<file path="config.mk">
export PLATFORM = sky130hd
export DESIGN_NAME = matrix_multiplier_seq
export DESIGN_NICKNAME = d
export VERILOG_FILES = /design/src/rtl/matrix_multiplier_seq.sv
export SDC_FILE = /design/constraint.sdc
export NUM_CORES = 2
export LEC_CHECK = 0
export CORE_AREA = 5 5 343 345
export CTS_CLUSTER_SIZE = 10
export DETAILED_ROUTE_END_ITERATION = 16
export DIE_AREA = 0 0 348 350
export PLACE_DENSITY = 0.84
export SYNTH_ARGS = -nofsm -noshare
export SYNTH_HDL_FRONTEND = slang
export SYNTH_SLANG_ARGS = --single-unit
</file>
<file path="constraint.sdc">
create_clock -name clk -period 14.9 [get_ports clk]
set_input_delay 1.49 -clock clk [delete_from_list [all_inputs] [get_ports clk]]
set_output_delay 1.49 -clock clk [all_outputs]
set_load 0.01 [all_outputs]
</file>
<file path="src/rtl/matrix_multiplier_seq.sv">
// rtl/matrix_multiplier_seq.sv - sequential matrix multiplier C = [C +] A*B using one shared MAC
module matrix_multiplier_seq #(
    parameter int DATA_WIDTH = 32,
    parameter int ROWS_A     = 2,
    parameter int COLS_A     = 2,
    parameter int COLS_B     = 2,
    parameter int ACC_WIDTH  = 2*DATA_WIDTH+8,
    parameter bit SIGNED     = 1'b0
) (
    input  logic                                  clk,
    input  logic                                  rst_n,
    input  logic                                  in_valid,
    output logic                                  in_ready,
    input  logic                                  accum_en,
    input  logic [ROWS_A*COLS_A*DATA_WIDTH-1:0]   a,
    input  logic [COLS_A*COLS_B*DATA_WIDTH-1:0]   b,
    output logic                                  out_valid,
    input  logic                                  out_ready,
    output logic [ROWS_A*COLS_B*ACC_WIDTH-1:0]    c,
    output logic                                  busy
);

    localparam int IW = (ROWS_A > 1) ? $clog2(ROWS_A) : 1;
    localparam int JW = (COLS_B > 1) ? $clog2(COLS_B) : 1;
    localparam int KW = (COLS_A > 1) ? $clog2(COLS_A) : 1;

    typedef enum logic [1:0] {IDLE, COMPUTE, DONE} state_t;

    state_t state_q, state_d;
    logic [ROWS_A-1:0][COLS_A-1:0][DATA_WIDTH-1:0] a_q, a_d;
    logic [COLS_A-1:0][COLS_B-1:0][DATA_WIDTH-1:0] b_q, b_d;
    logic [ROWS_A-1:0][COLS_B-1:0][ACC_WIDTH-1:0]  c_q, c_d;
    logic [ACC_WIDTH-1:0] acc_q, acc_d;
    logic                 accum_q, accum_d;
    logic [IW-1:0]        i_q, i_d;
    logic [JW-1:0]        j_q, j_d;
    logic [KW-1:0]        k_q, k_d;
    logic [ACC_WIDTH-1:0] prod;
    logic [ACC_WIDTH-1:0] base;

    // Low ACC_WIDTH bits of the product are the same whether operands are
    // treated as signed or unsigned once they are extended to ACC_WIDTH.
    function automatic logic [ACC_WIDTH-1:0] ext(input logic [DATA_WIDTH-1:0] x);
        if (SIGNED) ext = ACC_WIDTH'($signed(x));
        else        ext = ACC_WIDTH'(x);
    endfunction

    assign prod      = ext(a_q[i_q][k_q]) * ext(b_q[k_q][j_q]);
    assign base      = accum_q ? c_q[i_q][j_q] : '0;
    assign in_ready  = (state_q == IDLE);
    assign out_valid = (state_q == DONE);
    assign busy      = (state_q == COMPUTE);
    assign c         = c_q;

    always_ff @(posedge clk or negedge rst_n) begin
        if (!rst_n) begin
            state_q <= IDLE;
            a_q     <= '0;
            b_q     <= '0;
            c_q     <= '0;
            acc_q   <= '0;
            accum_q <= 1'b0;
            i_q     <= '0;
            j_q     <= '0;
            k_q     <= '0;
        end else begin
            state_q <= state_d;
            a_q     <= a_d;
            b_q     <= b_d;
            c_q     <= c_d;
            acc_q   <= acc_d;
            accum_q <= accum_d;
            i_q     <= i_d;
            j_q     <= j_d;
            k_q     <= k_d;
        end
    end

    always_comb begin
        state_d = state_q;
        a_d     = a_q;
        b_d     = b_q;
        c_d     = c_q;
        acc_d   = acc_q;
        accum_d = accum_q;
        i_d     = i_q;
        j_d     = j_q;
        k_d     = k_q;
        case (state_q)
            IDLE: begin
                if (in_valid) begin
                    a_d     = a;
                    b_d     = b;
                    accum_d = accum_en;
                    acc_d   = '0;
                    i_d     = '0;
                    j_d     = '0;
                    k_d     = '0;
                    state_d = COMPUTE;
                end
            end
            COMPUTE: begin
                // k innermost, then j, then i; last k closes out element c[i][j]
                if (k_q == KW'(COLS_A-1)) begin
                    c_d[i_q][j_q] = base + acc_q + prod;
                    acc_d = '0;
                    k_d   = '0;
                    if (j_q == JW'(COLS_B-1)) begin
                        j_d = '0;
                        if (i_q == IW'(ROWS_A-1)) begin
                            i_d     = '0;
                            state_d = DONE;
                        end else begin
                            i_d = i_q + 1'b1;
                        end
                    end else begin
                        j_d = j_q + 1'b1;
                    end
                end else begin
                    acc_d = acc_q + prod;
                    k_d   = k_q + 1'b1;
                end
            end
            DONE: begin
                if (out_ready) state_d = IDLE;
            end
            default: state_d = IDLE;
        endcase
    end

endmodule

</file>
Yosys cells after proc, flatten, opt, wreduce, memory -nomap -nowiden
Index checks and enable logic that the tools add are counted.
{"block": "word_totals", "input_bits": 261, "reg_bits": 622, "out_inout_bits": 291}
{"block": "classes", "eq_ne": 7, "n_mul": 1, "magnitude_cmp": 5, "n_reduce_logical": 10, "mux": 37, "add_sub_neg": 6}
{"op": "$mux 144", "count": 3}
{"op": "$mux 72", "count": 6}
{"op": "$bwmux 288", "count": 1}
{"op": "$mux 64", "count": 4}
{"op": "$add 72x64->72", "count": 2}
{"op": "$demux 144 s1", "count": 1}
{"op": "$pmux 72 s2", "count": 1}
{"op": "$mux 32", "count": 4}
{"op": "$add 72x72->72", "count": 1}
{"op": "$demux 72 s1", "count": 1}
{"op": "$mul 32x32->64", "count": 1}
{"op": "$mux 2", "count": 5}
{"op": "$ne 2x1->1 const B", "count": 4}
{"op": "$mux 1", "count": 7}
{"op": "$lt 1x2->1 const B", "count": 3}
{"op": "$pmux 1 s2", "count": 3}
{"op": "$pmux 2 s3", "count": 1}
{"op": "$reduce_and 2->1", "count": 3}
{"op": "$reduce_and 5->1", "count": 1}
{"op": "$reduce_and 4->1", "count": 1}
{"op": "$add 1x1->1 const B", "count": 3}
{"op": "$reduce_and 3->1", "count": 1}
{"op": "$eq 2x1->1 const B", "count": 1}
{"op": "$eq 2x2->1 const B", "count": 1}
{"op": "5 further kinds", "count": 7}

Longest topological paths before layout
{"block": "logic_depth", "ltp_word": 8, "mapped_depth": 51, "mapped_depth_nobuf": 45}

Worst setup path before layout
Ideal clock, no wire load.
{"block": "synth_timing", "kind": "register to register", "start": "register i_q", "end": "register c_q, in the netlist c[140]", "setup_ps": 125, "setup_slack_ps": 3151, "arrival_time_ps": 11624, "stages_incl_launch_ff": 46, "cell_sequence": "dfrtp_1 -> clkbuf_1 -> clkbuf_1 -> clkbuf_1 -> buf_2 -> mux2i_1 -> nand2_1 -> o21ai_1 -> clkbuf_1 -> nor2_1 -> fa_1 -> fa_1 -> fa_1 -> inv_1 -> fa_1 -> inv_1 -> fa_1 -> inv_1 -> [10 not listed] -> o21ai_0 -> a221o_1 -> a41oi_1 -> xnor2_1 -> inv_1 -> fa_1 -> inv_1 -> ha_1 -> and3_1 -> nand4_1 -> a211o_1 -> o221ai_1 -> o31ai_2 -> or4_1 -> a41o_1 -> o21ai_2 -> xor2_2 -> mux2_2"}
{"block": "synth_between", "elab_chain_cells": 8, "word_cells_on_any_way": 18}
{"item": "from (decl)", "line_no": "35", "source": "logic [IW-1:0] i_q, i_d;"}
{"item": "from (signal assigned)", "line_no": "73", "source": "i_q <= i_d;"}
{"item": "parallel branches: the longest is 7 deep, another holds $add 72x64->72"}
{"item": "$bwmux 288 (*)", "line_no": "105", "source": "c_d[i_q][j_q] = base + acc_q + prod;"}
{"item": "to (signal assigned)", "line_no": "60", "source": "c_q <= '0;"}
{"item": "to (signal assigned)", "line_no": "70", "source": "c_q <= c_d;"}
{"item": "to (decl)", "line_no": "32", "source": "logic [ROWS_A-1:0][COLS_B-1:0][ACC_WIDTH-1:0] c_q, c_d;"}
Every way passes the cells marked *. The select of a mux whose other input is x is not followed.
A chain may end at the register's enable or synchronous reset.

Worst setup path after layout
{"block": "layout_timing", "start": "register j_q", "end": "register c_q, in the netlist c[212]"}
{"block": "layout_between", "elab_chain_cells": 7, "word_cells_on_any_way": 16}
{"item": "from (decl)", "line_no": "36", "source": "logic [JW-1:0] j_q, j_d;"}
{"item": "from (signal assigned)", "line_no": "74", "source": "j_q <= j_d;"}
{"item": "parallel branches: the longest is 6 deep, another holds $add 72x64->72"}
{"item": "$bwmux 288 (*)", "line_no": "105"}
Marks and branches as above.

==> impl_metrics.tcl <==
set metrics [dict create \
    status "completed" \
    setup_viol 0 \
    async_flop_share 1.000 \
    cp_slowest_stage_delay_ns 1.09 \
    numCtsBuffers 77 \
    dieArea_sq_um 121800 \
    core_area_sq_um 113900 \
    worstMarginPinSlew_ns 1.462 \
    clockRootBuffer "clkbuf_16" \
    vias_per_cell 6.076 \
    timing.rr.end "c[212]" \
    dr_total_vias 55870 \
    drc 0 \
    ctsLongestPathBuffers 3 \
    crit_type "flop to flop" \
    dr.pass1.iters 8 \
    arrival_ns 13.70 \
    slew_violations 0 \
    grt_first_pass_wirelength_um 346500 \
    post-route-min-period_ns 13.13 \
    wl_per_cell_um 24.27 \
    synth_flop_cell "dfrtp_1" \
    tritoncts "done" \
    startpoint_type "flop" \
    final_common_cell "inv_1" \
    gr-total-overflow 0 \
    relSlewSlack 0.02524 \
    dp_hpwl_um 173900 \
    synthToLayoutAreaGrowth_pct 13.51 \
    gp_congestion 1.012 \
    setup.worst_path.start "j_q" \
    ys_warn_count 0 \
    grt_start_max_net_pins 122 \
    clock_skew_ns 0.06929 \
    crit_path_max_fanout 41 \
    endpoint "c[212]" \
    cp_num_cells 39 \
    rows 124 \
    maxCapViolations 0 \
    worstSetupEndpointType "flop" \
    grt_usage 0.3664 \
    cts_sinks 622 \
    final_cell_mix "inv_1, nand2_1, fa_1" \
    clkTransAtPathRegs_ns 0.06 \
    grt_pass1_vias 59760 \
    crit_family "adder cells" \
    dieWidth_um 348 \
    syn_nets 8890 \
    yosysSeqAreaShare 0.2252 \
    period_share 0.8811 \
    ant_nets 0 \
    r2r_cells 39 \
    netlist_area_sq_um 69120 \
    rr_startpoint "j_q" \
    regToRegSetupSlack_ns 1.77 \
    routed_wl_um 223200 \
    dieHeight_um 350 \
    fin_tns_setup_ns 0 \
    ioPinCount 552 \
    crit_top_cell "fa_1" \
    layout-drive-gt1-share 0.1039 \
    clock_latency_ns 0.69 \
    cts_setup_buffers 0 \
    rsz0062_at_grt "false" \
    cts-htree-levels 3 \
    max_freq_mhz 76.17 \
    drt_iter0_drc 5223 \
    io_buffers 551 \
    synth-edff-count 0 \
    hp-class "flop to flop" \
    start_util 0.6070 \
    fin_nets 9259 \
    cts-resized-gates 0 \
    placed_area_sq_um 76070 \
    path_buf_inv 6 \
    synth_seq_cells 622 \
    yosysUniqueCellTypes 91 \
    antenna_found_initial 24 \
    fin_area_sq_um 78460 \
    crit_slowest_cell "o21ai_2" \
    final_hold_viol_count 0 \
    cp.required_ns 15.47 \
    netlist_instances 7263 \
    hold_buffers 0 \
    syn_avg_cell_area_sq_um 9.517 \
]
state kept, by name (all words and copies together), names as in the netlist:
name,flops
j_q,1
b_q,128
i_q,1
acc_q,72
k_q,1
accum_q,1
c,288
state_q,2
a_q,128
through the flow:
step / worst slack [ns] / hold slack, ns / std cells / utilization
4_1_cts: 1.821 / 0.5034 / 9172 / 0.6883
3_3_place_gp: 2.055 / 0.4789 / 9065 / 0.6680
6_report: 1.772 / 0.5000 / 9195 / 0.6890
2_1_floorplan: 3.151 / 0.4750 / 7263 / -
3_5_place_dp: 1.891 / 0.4880 / 9065 / 0.6680
5_1_grt: 1.173 / 0.5141 / 9194 / 0.6890
how the worst min path moves through the flow:
| stage | start | cells after the start | endpoint | slack [ns] |
|---|---|---|---|---|
| 5_1_grt | a_q[74] | 1 | a_q[74] | 0.51 |
| 2_1_floorplan | a_q[64] | 1 | a_q[64] | 0.47 |
| 3_3_place_gp | c[15] | 2 | c[15] | 0.48 |
| 3_5_place_dp | c[106] | 2 | c[106] | 0.49 |
| 6_report | c[59] | 2 | c[59] | 0.50 |
| 4_1_cts | b_q[62] | 1 | b_q[62] | 0.50 |
area by class of cell:
| type | count | area, sq um |
|---|---|---|
| antenna | 23 | 57.56 |
| sequential | 622 | 15580 |
| tap | 1512 | 1892 |
| multi-input combinational | 5127 | 47960 |
| timing repair buffer | 661 | 6371 |
| clock inverter | 15 | 279.0 |
| fill | 8363 | 35420 |
| inverter | 1143 | 4290 |
| clock buffer | 92 | 2034 |
Yosys cell counts (7+ instances only):
cell type | number | area, sq um
clkbuf_1 | 336 | 1261
nor3_1 | 35 | 175.2
o21ai_0 | 271 | 1356
a221oi_1 | 7 | 61.31
nand2b_1 | 34 | 212.7
nor2b_1 | 25 | 156.4
or3_1 | 8 | 50.05
mux2_2 | 435 | 4898
o21a_1 | 72 | 540.5
and4_1 | 7 | 61.31
fa_1 | 962 | 19260
o21bai_1 | 37 | 277.8
buf_2 | 10 | 50.05
o211ai_1 | 17 | 127.6
xor2_1 | 80 | 700.7
a21o_1 | 112 | 840.8
a31oi_1 | 36 | 225.2
and2_1 | 79 | 494.2
mux2i_1 | 55 | 550.5
nand3_1 | 38 | 190.2
xnor2_1 | 115 | 1007
o31ai_1 | 8 | 60.06
mux4_2 | 82 | 1847
nand4_1 | 49 | 306.5
o21ai_1 | 50 | 250.2
a22o_1 | 8 | 70.07
nand2_1 | 1142 | 4287
dfrtp_1 | 622 | 15560
ha_1 | 404 | 5055
a211oi_1 | 8 | 60.06
a211o_1 | 8 | 70.07
nor2_1 | 577 | 2166
nor4_1 | 8 | 50.05
and3_1 | 22 | 137.6
buf_1 | 21 | 78.83
a221o_1 | 8 | 80.08
a21boi_0 | 10 | 75.07
a21oi_1 | 219 | 1096
inv_1 | 1143 | 4290
worst min-delay path: stages (launching register included):
cell	delay [ns]
dfrtp_1	0.36
nand2_1	0.06
nand2_1	0.06
logic make-up (layout without fill, tap and decap cells):
| family | after synthesis | after routing | share of synthesized area |
|---|---|---|---|
| multiplexers | 574 | 574 | 0.1059 |
| other | 0 | 23 | 0 |
| buffers and inverters | 1514 | 1911 | 0.08260 |
| adder cells (fa/ha/maj) | 1366 | 1366 | 0.3518 |
| AND/OR/NAND/NOR | 2047 | 2047 | 0.1226 |
| flip-flops | 622 | 622 | 0.2252 |
| AO/OA/AOI/OAI | 944 | 944 | 0.08705 |
| XOR/XNOR | 196 | 196 | 0.02494 |
per-layer routing:
layer,GRT usage,wire (um)
met2,0.5752,103000
met1,0.4649,81100
met3,0.1102,25150
met4,0.1881,13880
met5,0,65
Power is not shown: default switching activity piles up to over one toggle a cycle in this logic, so the estimate is an artifact.
